**config.mk**
```make
export PLATFORM = sky130hd
export DESIGN_NAME = dmem_arbiter
export DESIGN_NICKNAME = d
export VERILOG_FILES = /design/src/rtl/dmem_arbiter_pkg.sv /design/src/rtl/dmem_arbiter.sv
export SDC_FILE = /design/constraint.sdc
export NUM_CORES = 1
export LEC_CHECK = 0
export ABC_AREA = 1
export CORE_ASPECT_RATIO = 1.1
export CORE_MARGIN = 2
export CORE_UTILIZATION = 32
export CTS_BUF_LIST = sky130_fd_sc_hd__clkbuf_4 sky130_fd_sc_hd__clkbuf_8 sky130_fd_sc_hd__clkbuf_16
export CTS_CLUSTER_SIZE = 8
export DETAILED_ROUTE_END_ITERATION = 8
export GPL_TIMING_DRIVEN = 0
export PLACE_DENSITY = 0.78
export SYNTH_ARGS = -nofsm -noshare
export SYNTH_HDL_FRONTEND = slang
export SYNTH_SLANG_ARGS = --single-unit
```
**constraint.sdc**
```tcl
create_clock -name CLK -period 1.8 [get_ports CLK]
set_input_delay 0.18 -clock CLK [delete_from_list [all_inputs] [get_ports CLK]]
set_output_delay 0.18 -clock CLK [all_outputs]
set_load 0.03 [all_outputs]
```
**src/rtl/dmem_arbiter_pkg.sv**
```systemverilog
// Shared definitions for the two-port data memory arbiter: FSM encoding and
// parameter defaults.
package dmem_arbiter_pkg;

   localparam int unsigned DefaultDepth    = 100;
   localparam int unsigned DefaultMaxBurst = 4;

   typedef enum logic [1:0] {
      StIdle = 2'd0,
      StOwn0 = 2'd1,
      StOwn1 = 2'd2
   } state_e;

endpackage

```
**src/rtl/dmem_arbiter.sv**
```systemverilog
// Two-port arbiter in front of a single-port data memory: round-robin on ties,
// bounded bursts under contention, registered read/err responses per port.
module dmem_arbiter
   import dmem_arbiter_pkg::*;
#(
   parameter int unsigned DEPTH     = DefaultDepth,
   parameter int unsigned MAX_BURST = DefaultMaxBurst
) (
   input  logic        CLK,
   input  logic        rst,
   input  logic        req0,
   input  logic        req1,
   input  logic        we0,
   input  logic        we1,
   input  logic [31:0] addr0,
   input  logic [31:0] addr1,
   input  logic [31:0] wdata0,
   input  logic [31:0] wdata1,
   output logic        gnt0,
   output logic        gnt1,
   output logic        rvalid0,
   output logic        rvalid1,
   output logic [31:0] rdata0,
   output logic [31:0] rdata1,
   output logic        err0,
   output logic        err1,
   output logic [31:0] mem_A,
   output logic [31:0] mem_WD,
   output logic        mem_WE,
   input  logic [31:0] mem_RD
);

   localparam int unsigned CntW = (MAX_BURST > 1) ? $clog2(MAX_BURST) : 1;
   localparam logic [CntW-1:0] CntMax = CntW'(MAX_BURST - 1);

   state_e          r_state;
   state_e          w_state_d;
   logic            r_last_owner;
   logic            w_last_owner_d;
   logic [CntW-1:0] r_burst_cnt;
   logic [CntW-1:0] w_burst_cnt_d;

   logic            w_gnt0;
   logic            w_gnt1;
   logic            w_acc0;
   logic            w_acc1;
   logic            w_in_range0;
   logic            w_in_range1;

   logic            r_rvalid0;
   logic            r_rvalid1;
   logic            r_err0;
   logic            r_err1;
   logic [31:0]     r_rdata0;
   logic [31:0]     r_rdata1;

   // Grants decode from state only, so an async reset drops them immediately.
   assign w_gnt0      = (r_state == StOwn0);
   assign w_gnt1      = (r_state == StOwn1);
   assign w_acc0      = w_gnt0 & req0;
   assign w_acc1      = w_gnt1 & req1;
   assign w_in_range0 = (addr0 < 32'(DEPTH));
   assign w_in_range1 = (addr1 < 32'(DEPTH));

   always_ff @(posedge CLK or negedge rst) begin
      if (!rst) begin
         r_state      <= StIdle;
         r_last_owner <= 1'b1;
         r_burst_cnt  <= '0;
      end else begin
         r_state      <= w_state_d;
         r_last_owner <= w_last_owner_d;
         r_burst_cnt  <= w_burst_cnt_d;
      end
   end

   always_comb begin
      w_state_d      = r_state;
      w_last_owner_d = r_last_owner;
      w_burst_cnt_d  = r_burst_cnt;
      unique case (r_state)
         StIdle: begin
            if (req0 && req1) begin
               w_state_d = r_last_owner ? StOwn0 : StOwn1;
            end else if (req0) begin
               w_state_d = StOwn0;
            end else if (req1) begin
               w_state_d = StOwn1;
            end
         end
         StOwn0: begin
            if (!req0) begin
               w_last_owner_d = 1'b0;
               w_state_d      = req1 ? StOwn1 : StIdle;
            end else if (req1 && (r_burst_cnt == CntMax)) begin
               w_last_owner_d = 1'b0;
               w_state_d      = StOwn1;
            end else if (r_burst_cnt != CntMax) begin
               w_burst_cnt_d = r_burst_cnt + 1'b1;
            end
         end
         StOwn1: begin
            if (!req1) begin
               w_last_owner_d = 1'b1;
               w_state_d      = req0 ? StOwn0 : StIdle;
            end else if (req0 && (r_burst_cnt == CntMax)) begin
               w_last_owner_d = 1'b1;
               w_state_d      = StOwn0;
            end else if (r_burst_cnt != CntMax) begin
               w_burst_cnt_d = r_burst_cnt + 1'b1;
            end
         end
         default: begin
            w_state_d = StIdle;
         end
      endcase
      // Every ownership change starts a fresh burst.
      if (w_state_d != r_state) begin
         w_burst_cnt_d = '0;
      end
   end

   always_comb begin
      mem_A  = '0;
      mem_WD = '0;
      if (w_gnt0) begin
         mem_A  = addr0;
         mem_WD = wdata0;
      end else if (w_gnt1) begin
         mem_A  = addr1;
         mem_WD = wdata1;
      end
   end

   assign mem_WE = (w_acc0 & we0 & w_in_range0) | (w_acc1 & we1 & w_in_range1);

   always_ff @(posedge CLK or negedge rst) begin
      if (!rst) begin
         r_rvalid0 <= 1'b0;
         r_rvalid1 <= 1'b0;
         r_err0    <= 1'b0;
         r_err1    <= 1'b0;
         r_rdata0  <= '0;
         r_rdata1  <= '0;
      end else begin
         r_rvalid0 <= w_acc0 & ~we0 & w_in_range0;
         r_rvalid1 <= w_acc1 & ~we1 & w_in_range1;
         r_err0    <= w_acc0 & ~w_in_range0;
         r_err1    <= w_acc1 & ~w_in_range1;
         if (w_acc0 && !w_in_range0) begin
            r_rdata0 <= '0;
         end else if (w_acc0 && !we0) begin
            r_rdata0 <= mem_RD;
         end
         if (w_acc1 && !w_in_range1) begin
            r_rdata1 <= '0;
         end else if (w_acc1 && !we1) begin
            r_rdata1 <= mem_RD;
         end
      end
   end

   assign gnt0    = w_gnt0;
   assign gnt1    = w_gnt1;
   assign rvalid0 = r_rvalid0;
   assign rvalid1 = r_rvalid1;
   assign err0    = r_err0;
   assign err1    = r_err1;
   assign rdata0  = r_rdata0;
   assign rdata1  = r_rdata1;

endmodule

```
Word level (Yosys, flattened, before mapping):

Cells that the tools add are included.

* bitwise logic cells: 17
* equality and inequality tests: 11
* reductions and logical operators: 18
* $lt $le $gt $ge: 2
* muxes and demuxes: 31
* add/subtract/negate cells: 1

Operator list (count)
* 32-bit two-way mux: 8
* 32-bit by 7-bit < comparator with 1-bit output (second input constant): 2
* 2-bit two-way mux: 15
* 3-bit by 2-bit != test with 1-bit output (second input constant): 6
* 1-bit AND: 12
* 1-bit logical AND: 7
* 2-bit one-hot mux with 3 select lines: 1
* 2-bit nonzero test: 3
* 1-bit two-way mux: 5
* 5-bit AND reduction: 1
* 2-bit == test (second input constant): 2
* 1-bit logical NOT: 4
* 1-bit NOT: 4
* 2-bit one-hot mux with 2 select lines: 1
* 3-bit AND reduction: 1
* 3-bit nonzero test: 1
* 2-bit by 1-bit adder with 2-bit output (second input constant): 1
* 2-bit by 1-bit == test with 1-bit output (second input constant): 1
* 2-bit logical NOT: 1
* 2-bit != test: 1
* 2-bit != test (second input constant): 1
* 1-bit one-hot mux with 2 select lines: 1
* 1-bit bitwise OR: 1

* bits in registers: 73
* output and inout port bits: 135

Logic depth before layout (Yosys ltp):

* depth in word-level cells: 8
* mapped depth: 11
* depth with buffers taken out: 11

Worst setup path before layout:

Ideal clock, no wire load.

* kind: register to output
* start point: register r_state[1]
* end point: output port mem_A[21]
* stages on the path, launching flop included: 7
* path slack: -0.376 ns
* required time: 1.620 ns
* path buffers: 2
* arrival time: 1.996 ns
* cells stage by stage: dfrtp_1 > inv_1 > ha_1 > inv_1 > clkbuf_1 > clkbuf_1 > o22ai_1

RTL lines
* start: declaration: RTL line dmem_arbiter.sv:36 `state_e r_state;`
* start signal: assignment: RTL line dmem_arbiter.sv:67 `r_state <= StIdle;`
* start signal: assignment: RTL line dmem_arbiter.sv:71 `r_state <= w_state_d;`
* 2-bit by 1-bit == test with 1-bit output: RTL line dmem_arbiter.sv:58 `assign w_gnt0 = (r_state == StOwn0);`
* via gnt0: RTL line dmem_arbiter.sv:19 `output logic gnt0,`
* 32-bit two-way mux: RTL line dmem_arbiter.sv:126 `if (w_gnt0) begin`
* end: declaration: RTL line dmem_arbiter.sv:27 `output logic [31:0] mem_A,`

The timed path passes the listed nets, and every way through them passes these cells.

Final worst setup path:

* start point: register r_state[1]
* end point: output port mem_A[21]

* cells in the longest elaborated chain, start to end: 3

Ends and longest elaborated chain
* 2-bit == test: RTL line dmem_arbiter.sv:59 `assign w_gnt1 = (r_state == StOwn1);`
* 32-bit two-way mux: RTL line dmem_arbiter.sv:129 `end else if (w_gnt1) begin`
* 32-bit two-way mux *: RTL line dmem_arbiter.sv:126

Every way passes the cells marked *; elsewhere a longest branch is shown, timed or not.

==> impl_metrics.json <==
{
  "outcome": "finished, violations left",
  "violations": "negative hold slack, negative setup slack",
  "io_pins": 301,
  "final_cell_mix": "nand2_1 (235), clkdlybuf4s50_1 (229), nand3_1 (115)",
  "clk_pin_slew_worst_paths_ps": 60,
  "pre_cts_slack_ps": -853,
  "routed_wl_um": 19100,
  "syn2layout_area_growth_pct": 108,
  "drive_above_1_share_pct": 23.8,
  "grt_max_degree": 74,
  "syn_area_per_cell_um2": 6.89,
  "synth_cells": 614,
  "initialDrtViolationCount": 430,
  "cp_max_fo": 8,
  "cap_violations": 0,
  "gr-total-overflow": 0,
  "fin_nets": 1127,
  "synth_top_area_share_pct": 42.6,
  "seqPwrFrac_pct": 17.1,
  "synth_xor_area_share_pct": 0.207,
  "core_um2": 13000,
  "worstSetupEndpointType": "primary output",
  "die_w_um": 114,
  "n_antenna_cell": 0,
  "tritoncts": "built",
  "synth_compound_area_share_pct": 3.88,
  "hold_viol_final": 11,
  "clock-sinks": 73,
  "wl_per_cell_um": 17.0,
  "place_congestion": 0.908,
  "clock_path_buffers": 2,
  "viasPerCell": 4.91,
  "synth-seq-area-share_pct": 43.2,
  "cp_data_arrival_time_ps": 1800,
  "fill_cells": 1063,
  "powerDensity_nw_per_um2": 1160,
  "ctsRootBufferMaster": "clkbuf_16",
  "clkPwrFrac_pct": 19.1,
  "synth_adder_area_share_pct": 1.48,
  "synth_nets": 785,
  "dp_hpwl_um": 14400,
  "synthSimpleGateAreaFrac_pct": 42.0,
  "peakVddDrop_v": 0.000832,
  "die_h_um": 125,
  "cts_buffers": 9,
  "clk_latency_ps": 330,
  "relSlewSlack_pct": 38.7,
  "p_switching_mw": 4.42,
  "antenna_found_initial": 0,
  "power_mw": 10.2,
  "grt_usage_pct": 26.1,
  "final_common_cell": "nand2_1",
  "syn_area_um2": 4230,
  "placed_cells": 1075,
  "power.leakage_nw": 4.39,
  "io_buffers": 300,
  "grt_pass1_wl_um": 28700,
  "required_ps": 1620,
  "p_sw_share_pct": 43.5,
  "h-tree-depth": 3,
  "dr.pass1.iters": 6,
  "netlist_top_cells_area": "dfrtp_1 (43%), nand2_1 (23%), nand3_1 (16%)",
  "postRouteAntennaNets": 0,
  "rows": 44,
  "ys_seq_elements": 73,
  "fin_cells": 1122,
  "synth_top_family_by_area": "simple AND/OR/NAND/NOR gates",
  "hold_path_class": "in2async",
  "post-route-min-period_ps": 1980,
  "worst_slew_pin_slew_ps": 920,
  "fin_util_pct": 67.3,
  "setup_ws_ps": -181,
  "finalSetupViolations": 96,
  "fin_area_um2": 8780,
  "worstRegToRegCells": 11,
  "synth_top_area_cell": "dfrtp_1",
  "placed_area_um2": 7680,
  "p_comb_share_pct": 63.8,
  "drv_slew": 0,
  "worst_setup_path_start_kind": "flip-flop",
  "path_class": "reg2out",
  "grt_pass1_vias": 5356,
  "tns_ps": -9350,
  "vias": 5511,
  "start_util_pct": 32.4,
  "rsz0062_at_grt": "yes",
  "synthMuxAreaShare_pct": 0,
  "ys_warn_count": 0,
  "die_area_um2": 14200,
  "holdWs_ps": -18.1,
  "p_int_mw": 5.74,
  "post-route-period-util_pct": 110,
  "ys_types": 21,
  "fmax_ghz": 0.505,
  "drc_errors": 0,
  "worst_clock_skew_ps": 7.91
}
==> registers in the layout, summed over array words and instances (netlist names) <==
register	flops
rdata0	32
rdata1	32
r_burst_cnt	2
r_state	2
err0	1
err1	1
r_last_owner	1
rvalid0	1
rvalid1	1
==> cells in the mapped netlist (all sizes together) <==
| cell type | number |
|---|---|
| buf | 17 |
| clkbuf | 21 |
| clkinv | 4 |
| dfrtp | 72 |
| dfstp | 1 |
| ha | 5 |
| inv | 47 |
| nand2 | 259 |
| nand3 | 132 |
| nor2 | 26 |
| nor3 | 2 |
| o21ai | 4 |
| o21bai | 2 |
| o221ai | 1 |
| o22ai | 18 |
| or2 | 2 |
| xor2 | 1 |
==> power by group through the flow <==
stage / registers [mW] / logic, mW / clock network (mW)
3_3_place_gp: 1.77 / 5.34 / 0
3_5_place_dp: 1.78 / 5.37 / 0
4_1_cts: 1.74 / 5.91 / 1.96
6_report: 1.74 / 6.48 / 1.94
5_1_grt: 1.74 / 6.82 / 2.05
2_1_floorplan: 1.79 / 3.14 / 0
==> worst max-delay path, cell delays in order, from the launching register on <==
cell and delay, ps:
dfrtp_2 430, inv_4 70, ha_4 140, clkinvlp_4 150
buf_8 190, clkbuf_16 170, o22ai_2 170, buf_6 150
==> cell families after synthesis <==
group,after synthesis
xor+xnor,1
compound gates,25
simple gates,421
flops,73
buf+inv,89
fa+ha+maj,5
==> worst paths after layout <==
path | slack (ps) | from | end
hold / removal | -20 | rst | rvalid1
max in group asynchronous | 1160 | rst | r_state[1]
hold reg to reg | 490 | rdata0[27] | rdata0[27]
min in group CLK | 420 | mem_RD[1] | rdata0[1]
setup reg to reg | -150 | r_state[1] | rdata0[21]
setup / recovery | -180 | r_state[1] | mem_A[21]
==> timing repair <==
action,CTS,global route
setup buffers,15,10
resized for setup,481,83
hold buffers,0,0
gates cloned,7,3
endpoints found under the hold margin,0,0
setup endpoints to repair,134,127
pin swaps,3,13
==> metal layers <==
layer / routed length (µm) / track usage (%)
met2: 9780 / 46.0
met4: 677 / 10.5
met5: 0 / 0
met1: 7500 / 31.0
met3: 1170 / 4.82
==> area by class of cell <==
type / instances / area [µm²] / share of cell area [%]
buffer: 34 / 409 / 4.66
clock buffer: 10 / 233 / 2.65
clock inverter: 6 / 90.1 / 1.03
inverter: 51 / 200 / 2.28
multi-input combinational: 452 / 2410 / 27.4
sequential: 73 / 1830 / 20.8
tap: 161 / 201 / 2.29
timing repair buffer: 335 / 3410 / 38.8
(Power assumes the default switching activity.)
